$ cat config.mk
export PLATFORM = sky130hd
export DESIGN_NAME = stopwatch_bcd
export DESIGN_NICKNAME = d
export VERILOG_FILES = /design/src/rtl/stopwatch_pkg.sv /design/src/rtl/bcd_digit.sv /design/src/rtl/stopwatch_bcd.sv
export SDC_FILE = /design/constraint.sdc
export NUM_CORES = 1
export LEC_CHECK = 0
export CAP_MARGIN = 15
export CORE_MARGIN = 2
export CORE_UTILIZATION = 40
export CTS_CLUSTER_SIZE = 24
export DETAILED_ROUTE_END_ITERATION = 7
export GPL_TIMING_DRIVEN = 0
export PLACE_DENSITY = 0.63
export SKIP_LAST_GASP = 1
export SYNTH_ARGS = -nofsm -noshare
export SYNTH_HDL_FRONTEND = slang
export SYNTH_HIERARCHICAL = 1
export SYNTH_SLANG_ARGS = --single-unit
$ cat constraint.sdc
create_clock -name CLK -period 4.4 [get_ports CLK]
set_input_delay 0.88 -clock CLK [delete_from_list [all_inputs] [get_ports CLK]]
set_output_delay 0.88 -clock CLK [all_outputs]
set_load 0.01 [all_outputs]
$ cat src/rtl/stopwatch_pkg.sv
// Shared types, digit limits and BCD helpers for the stopwatch.
package stopwatch_pkg;

    typedef logic [3:0] bcd_t;

    localparam bcd_t SEC_UNITS_MAX = 4'd9;
    localparam bcd_t SEC_TENS_MAX  = 4'd5;
    localparam bcd_t MIN_DIGIT_MAX = 4'd9;

    // Maximum value of digit position idx (0 = seconds units, 1 = seconds tens).
    function automatic bcd_t digit_max(input int idx);
        if (idx == 0)
            return SEC_UNITS_MAX;
        else if (idx == 1)
            return SEC_TENS_MAX;
        else
            return MIN_DIGIT_MAX;
    endfunction

    // Successor of a digit; anything at or above max folds back to zero,
    // so an out-of-range value can never persist.
    function automatic bcd_t bcd_next(input bcd_t q, input bcd_t max);
        if (q >= max)
            return 4'd0;
        else
            return q + 4'd1;
    endfunction

endpackage

$ cat src/rtl/bcd_digit.sv
// One BCD counter digit with synchronous clear, increment and carry-out.
module bcd_digit
    import stopwatch_pkg::*;
#(
    parameter bcd_t MAX = 4'd9
) (
    input  logic CLK,
    input  logic RESET_N,
    input  logic CLR,
    input  logic INC,
    output bcd_t Q,
    output logic CARRY
);

    // Digit register: clear wins over increment.
    always_ff @(posedge CLK or negedge RESET_N) begin
        if (!RESET_N)
            Q <= 4'd0;
        else if (CLR)
            Q <= 4'd0;
        else if (INC)
            Q <= bcd_next(Q, MAX);
    end

    assign CARRY = INC && (Q == MAX);

endmodule

$ cat src/rtl/stopwatch_bcd.sv
// BCD stopwatch: prescaled 1 s tick, seconds/minutes digit chain,
// run/stop toggle, clear and lap (display freeze) handling.
module stopwatch_bcd
    import stopwatch_pkg::*;
#(
    parameter int unsigned DIV        = 50000000,
    parameter int          MIN_DIGITS = 2
) (
    input  logic                    CLK,
    input  logic                    RESET_N,
    input  logic                    START_STOP,
    input  logic                    CLEAR,
    input  logic                    LAP,
    output logic [3:0]              COUNT_1,
    output logic [3:0]              COUNT_10,
    output logic [4*MIN_DIGITS-1:0] COUNT_M,
    output logic                    RUNNING,
    output logic                    LAP_ACTIVE,
    output logic                    TICK,
    output logic                    WRAP
);

    localparam int          ND     = 2 + MIN_DIGITS;
    localparam logic [31:0] DIV_M1 = 32'(DIV - 1);

    logic              ss_q;
    logic              lap_q;
    logic              armed;
    logic              ss_rise;
    logic              lap_rise;
    logic [31:0]       pre;
    logic              tick;
    logic [ND-1:0]     inc;
    logic [ND-1:0]     carry;
    logic [ND-1:0][3:0] live;
    logic [ND-1:0][3:0] nxt;
    logic [ND-1:0][3:0] snap;
    logic [ND-1:0][3:0] disp;

    // Edge-detect history; armed stays low for the first cycle after reset so
    // a control already held high during reset is not seen as a rising edge.
    always_ff @(posedge CLK or negedge RESET_N) begin
        if (!RESET_N) begin
            ss_q  <= 1'b0;
            lap_q <= 1'b0;
            armed <= 1'b0;
        end else begin
            ss_q  <= START_STOP;
            lap_q <= LAP;
            armed <= 1'b1;
        end
    end

    assign ss_rise  = armed && START_STOP && !ss_q;
    assign lap_rise = armed && LAP && !lap_q;

    // Run/stop toggle; a tick in the same cycle as a stop edge still counts
    // because the register only changes on the following edge.
    always_ff @(posedge CLK or negedge RESET_N) begin
        if (!RESET_N)
            RUNNING <= 1'b0;
        else if (ss_rise)
            RUNNING <= !RUNNING;
    end

    // Prescaler: holds while stopped so a resumed second continues where it left off.
    always_ff @(posedge CLK or negedge RESET_N) begin
        if (!RESET_N)
            pre <= 32'd0;
        else if (CLEAR)
            pre <= 32'd0;
        else if (RUNNING)
            pre <= (pre == DIV_M1) ? 32'd0 : pre + 32'd1;
    end

    assign tick = RUNNING && !CLEAR && (pre == DIV_M1);

    // Digit chain: each digit increments when all lower digits carry.
    genvar gi;
    generate
        for (gi = 0; gi < ND; gi++) begin : g_digit
            localparam bcd_t MX = digit_max(gi);

            if (gi == 0) begin : g_first
                assign inc[gi] = tick;
            end else begin : g_rest
                assign inc[gi] = carry[gi-1];
            end

            bcd_digit #(.MAX(MX)) u_digit (
                .CLK     (CLK),
                .RESET_N (RESET_N),
                .CLR     (CLEAR),
                .INC     (inc[gi]),
                .Q       (live[gi]),
                .CARRY   (carry[gi])
            );

            // Value the digit takes on this edge, so a lap capture that
            // coincides with a tick stores the post-increment count.
            assign nxt[gi] = inc[gi] ? bcd_next(live[gi], MX) : live[gi];
        end
    endgenerate

    // Lap: first rising edge freezes a snapshot, second releases it; clear wins.
    always_ff @(posedge CLK or negedge RESET_N) begin
        if (!RESET_N) begin
            snap       <= '0;
            LAP_ACTIVE <= 1'b0;
        end else if (CLEAR) begin
            snap       <= '0;
            LAP_ACTIVE <= 1'b0;
        end else if (lap_rise) begin
            if (LAP_ACTIVE) begin
                LAP_ACTIVE <= 1'b0;
            end else begin
                snap       <= nxt;
                LAP_ACTIVE <= 1'b1;
            end
        end
    end

    assign disp     = LAP_ACTIVE ? snap : live;
    assign COUNT_1  = disp[0];
    assign COUNT_10 = disp[1];
    assign COUNT_M  = disp[ND-1:2];
    assign TICK     = tick;
    assign WRAP     = carry[ND-1];

endmodule

### Word level (Yosys, flattened, before mapping)

Cells that the tools add are included.

* register bits: 69
* input port bits: 5
* output and inout port bits: 20
* logic and storage cells: 68

* add/sub/neg operators: 5
* order comparisons: 4
* equal/unequal tests: 6
* muxes and demuxes: 22
* reduce and logical (&&, ||, !) cells: 17

Operators by type and width (number)
* two-way mux 32 bit: 3
* two-way mux 16 bit: 4
* two-way mux 4 bit: 12
* adder 32 x 1 -> 32 bit, second input constant: 1
* equality test 32 x 26 -> 1 bit, second input constant: 1
* adder 4 x 1 -> 4 bit, second input constant: 4
* equality test 4 bit, second input constant: 3
* >= comparator 4 bit, second input constant: 3
* logical AND 1 bit: 10
* equality test 4 x 3 -> 1 bit, second input constant: 1
* >= comparator 4 x 3 -> 1 bit, second input constant: 1
* logical NOT 1 bit: 4
* nonzero test 2 bit: 2
* two-way mux 1 bit: 3
* inequality test 2 bit, second input constant: 1
* AND reduction 2 bit: 1

### Longest topological paths before layout

* depth in word-level cells: 10
* mapped depth: 12
* gate-level depth less buffers: 12

### Hierarchy

The synthesis kept the hierarchy.

By module, submodules not included
* stopwatch_bcd: times used 1, cells each 390, area each 3360.7 um^2, sequential area each 1326.3 um^2
* bcd_digit (g_digit[0].u_digit ...): times used 3, cells each 22, area each 246.5 um^2, sequential area each 100.1 um^2
* bcd_digit (g_digit[1].u_digit): times used 1, cells each 28, area each 257.7 um^2, sequential area each 100.1 um^2

### Worst setup path before layout

No wires, ideal clock.

* path type: in2out
* from: in CLEAR
* to: out WRAP
* arrival time: 3.675 ns
* data required time: 3.520 ns
* path slack: -0.155 ns
* cell stages on the path: 8
* path buffers: 1
* cells stage by stage: clkbuf_1 -> nand2b_1 -> nor4_2 -> and4_1 -> nor2b_2 -> and3_1 -> and4_1 -> and4_1

* word-level cells in the longest chain between the ends: 7

Ends and longest elaborated chain
* start, declared: RTL line stopwatch_bcd.sv:12 `input logic CLEAR,`
* logical NOT 1 bit: RTL line stopwatch_bcd.sv:76 `assign tick = RUNNING && !CLEAR && (pre == DIV_M1);`
* logical AND 1 bit (2 in a row): RTL line stopwatch_bcd.sv:76
* via TICK: RTL line stopwatch_bcd.sv:19 `output logic TICK,`
* logical AND 1 bit: RTL line bcd_digit.sv:25 `assign CARRY = INC && (Q == MAX);`
* via carry[0]: RTL line stopwatch_bcd.sv:34 `logic [ND-1:0] carry;`
* logical AND 1 bit: RTL line bcd_digit.sv:25
* via carry[1]: RTL line stopwatch_bcd.sv:34
* logical AND 1 bit: RTL line bcd_digit.sv:25
* via carry[2]: RTL line stopwatch_bcd.sv:34
* logical AND 1 bit: RTL line bcd_digit.sv:25
* end, declared: RTL line stopwatch_bcd.sv:20 `output logic WRAP`

The timed path passes the listed nets, and every way through them passes these cells.

### Worst setup path after layout

* from: in CLEAR
* to: out WRAP

* word-level cells in the longest chain between the ends: 7

Ends and longest elaborated chain (RTL line)
* logical NOT 1 bit: stopwatch_bcd.sv:76
* logical AND 1 bit (2 in a row): stopwatch_bcd.sv:76
* logical AND 1 bit: bcd_digit.sv:25
* via carry[0]: stopwatch_bcd.sv:34
* logical AND 1 bit: bcd_digit.sv:25
* via carry[1]: stopwatch_bcd.sv:34
* logical AND 1 bit: bcd_digit.sv:25
* via carry[2]: stopwatch_bcd.sv:34
* logical AND 1 bit: bcd_digit.sv:25

The timed path passes the listed nets, and every way through them passes these cells.

==> results.json <==
{
  "antenna_found_initial": 0,
  "reg2reg_depth": 12,
  "hold_viol_final": 0,
  "rr_startpoint": "pre[9]",
  "netlist_instances": 484,
  "critPathArrivalTime_ps": 3420,
  "critical_path.cell_chain": "clkbuf_4 > nand2b_4 > nor4_4 > and4_4 > nor2b_4 > and3_4 > and4_4 > and4_1 > clkdlybuf4s50_1",
  "synth_nets": 514,
  "cts_buffer_depth": 2,
  "start_util_pct": 40.6,
  "maxCapViolations": 0,
  "reg2reg_slack_ps": 1200,
  "criticalPathCategory": "in2out",
  "synth_edf_count": 0,
  "p_leak_nw": 2.08,
  "synth.most_common_cell": "dfrtp_1",
  "drtAntennaViolNets": 0,
  "max_freq_ghz": 0.233,
  "diodes": 0,
  "worst_slack_ps": 103,
  "placed_area_um2": 4810,
  "ys_types": 59,
  "die_x_um": 108,
  "cts_tree": "done",
  "routedWlPerCell_um": 16.4,
  "synth_top_area_share_pct": 39.6,
  "setup_viol": 0,
  "finalSetupTns_ps": 0,
  "grt_overflow_total": 0,
  "clk_pin_slew_worst_paths_ps": 80,
  "startpoint_type": "primary input",
  "ys.warnings.count": 6,
  "ys_top_cells_by_area": "dfrtp_1, ha_1, nand2_1, nand4_1, nand3_1",
  "cts_made_buffers": 9,
  "htree_levels": 3,
  "tightest_slew_ps": 781,
  "fin_crit_sh_pct": 97.7,
  "end_kind": "output port",
  "status": "completed",
  "yosysTopAreaCell": "dfrtp_1",
  "drt_iter0_drc": 243,
  "p_per_area_nw_per_um2": 304,
  "rsz0062_at_grt": "no",
  "root_buffer": "clkbuf_8",
  "synth_area_um2": 4360,
  "ys_top_cells_by_count": "dfrtp_1, nand2_1, nand4_1, nor2_1",
  "wl_um": 10900,
  "grt_pass1_vias": 3683,
  "cp_common_cell": "and4_4",
  "postSynthAreaPerCell_um2": 9.00,
  "drive_gt1_share_pct": 12.3,
  "cpMaxStageDelayCell": "clkdlybuf4s50_1",
  "grt_first_pass_wirelength_um": 18400,
  "r2r-end": "g_digit[3].u_digit/Q[2]",
  "synthFlopType": "dfrtp_1",
  "max_stage_delay_ps": 530,
  "dieHeight_um": 108,
  "finClkSkew_ps": 10.4,
  "p_total_mw": 1.55,
  "finalCriticalPeriod_ps": 4300,
  "dieArea_um2": 11700,
  "cp_max_fo": 25,
  "syn_to_final_growth_pct": 17.3,
  "cts_sinks": 69,
  "io_buffer_count": 24,
  "ctsHoldBuffers": 0,
  "dpl.hpwl_um": 7480,
  "num-nets-final": 553,
  "ir_worst_vdd_v": 0.000160,
  "drc": 0,
  "io_pins": 25,
  "drt-pass1-iter-count": 5,
  "final_area_um2": 5110,
  "fp-row-count": 38,
  "seq_area_frac_synth_pct": 39.6,
  "grt_use_total_pct": 20.0,
  "gp_congestion": 0.864,
  "routed_via_density": 5.79,
  "num_vias": 3870,
  "clock_latency_ps": 360,
  "synth_seq_cells": 69,
  "drv_slew": 0,
  "grt_max_degree": 63,
  "fp.coreArea_um2": 10700,
  "max_slew_margin_pct": 47.6,
  "hold_class": "in2async",
  "pre_cts_ws_ps": -1980,
  "synthArstFlopShare_pct": 100,
  "worstPathRequired_ps": 3520
}
## power breakdown
group	switching (mW)	total, mW	leakage, nW	internal [mW]
clock	0.262	0.654	0.127	0.392
combinational	0.163	0.230	1.00	0.0671
sequential	0.0156	0.667	0.951	0.652
total	0.441	1.55	2.08	1.11
## placed cells by master, fill, tap and decap left out, types with 10 or more instances in the layout
cell type / n
clkbuf_1: 13
dfrtp_1: 69
nand3_1: 30
inv_1: 30
a31oi_1: 16
nand2_1: 58
clkdlybuf4s50_1: 22
clkbuf_8: 10
ha_1: 25
mux2_2: 12
nand4_1: 33
nor2_1: 31
o21ai_0: 21
## cell families (layout without fill, tap and decap cells)
group,after synthesis,in the layout,synth area share [%]
other,1,1,0.0861
DFF,69,69,39.6
and+or+nand+nor,214,214,26.5
adders and majority gates,25,25,7.18
xor gates and xnor gates,9,9,1.81
muxes,17,17,4.28
AOI/OAI and AO/OA,98,98,15.7
buffers and inverters,51,95,4.82
## sequential cells by signal, indices dropped and copies added (netlist names)
| signal | count |
|---|---|
| lap_q | 1 |
| LAP_ACTIVE | 1 |
| RUNNING | 1 |
| armed | 1 |
| pre | 32 |
| ss_q | 1 |
| snap | 16 |
| g_digit.u_digit/Q | 16 |
## routing by layer
layer  vias to the layer above  part of all wire (%)  global-route usage [%]
met1                      1889                    48                    27.6
met2                        88                    46                    31.3
met3                        15                   4.1                    3.92
li1                       1878                     -                       -
met4                         0                   1.5                    6.87
met5                         -                     0                       0
## area by class of cell
| cell class | count | area (µm²) |
|---|---|---|
| Buffer | 20 | 93.8 |
| Clock buffer | 10 | 138 |
| Clock inverter | 6 | 109 |
| Fill cell | 1038 | 5630 |
| Inverter | 30 | 113 |
| Multi-Input combinational cell | 364 | 2460 |
| Sequential cell | 69 | 1730 |
| Tap cell | 140 | 175 |
| Timing Repair Buffer | 29 | 293 |
## stage by stage
stage,utilization (%),hold WS [ps],std cells
final,47.6,331,668
after global routing,47.6,319,668
after CTS,47.4,322,668
after detailed placement,44.7,467,649
after global placement,44.5,460,648
after floorplan,-,443,484
## worst max-delay path by stage
stage / from / endpoint / slack, ps / cells past startpoint
floorplan: CLEAR / WRAP / 50 / 8
global placement: CLEAR / WRAP / -1920 / 10
detailed placement: CLEAR / WRAP / -1980 / 10
CTS: pre[0] / WRAP / 60 / 10
global route: pre[9] / WRAP / 0.2 / 10
finish: CLEAR / WRAP / 100 / 9
## critical path: cells and delay by family
kind / cells / cell delay [ps]
and+or+nand+nor: 7 / 1740
buffers and inverters: 2 / 770
## timing repair
item | in CTS | in global routing
endpoints found under the setup margin | 14 | 1
resized for setup | 13 | 4
setup buffers | 4 | 0
gates cloned | 0 | 0
pin swaps | 4 | 3
(Power assumes the default switching activity.)
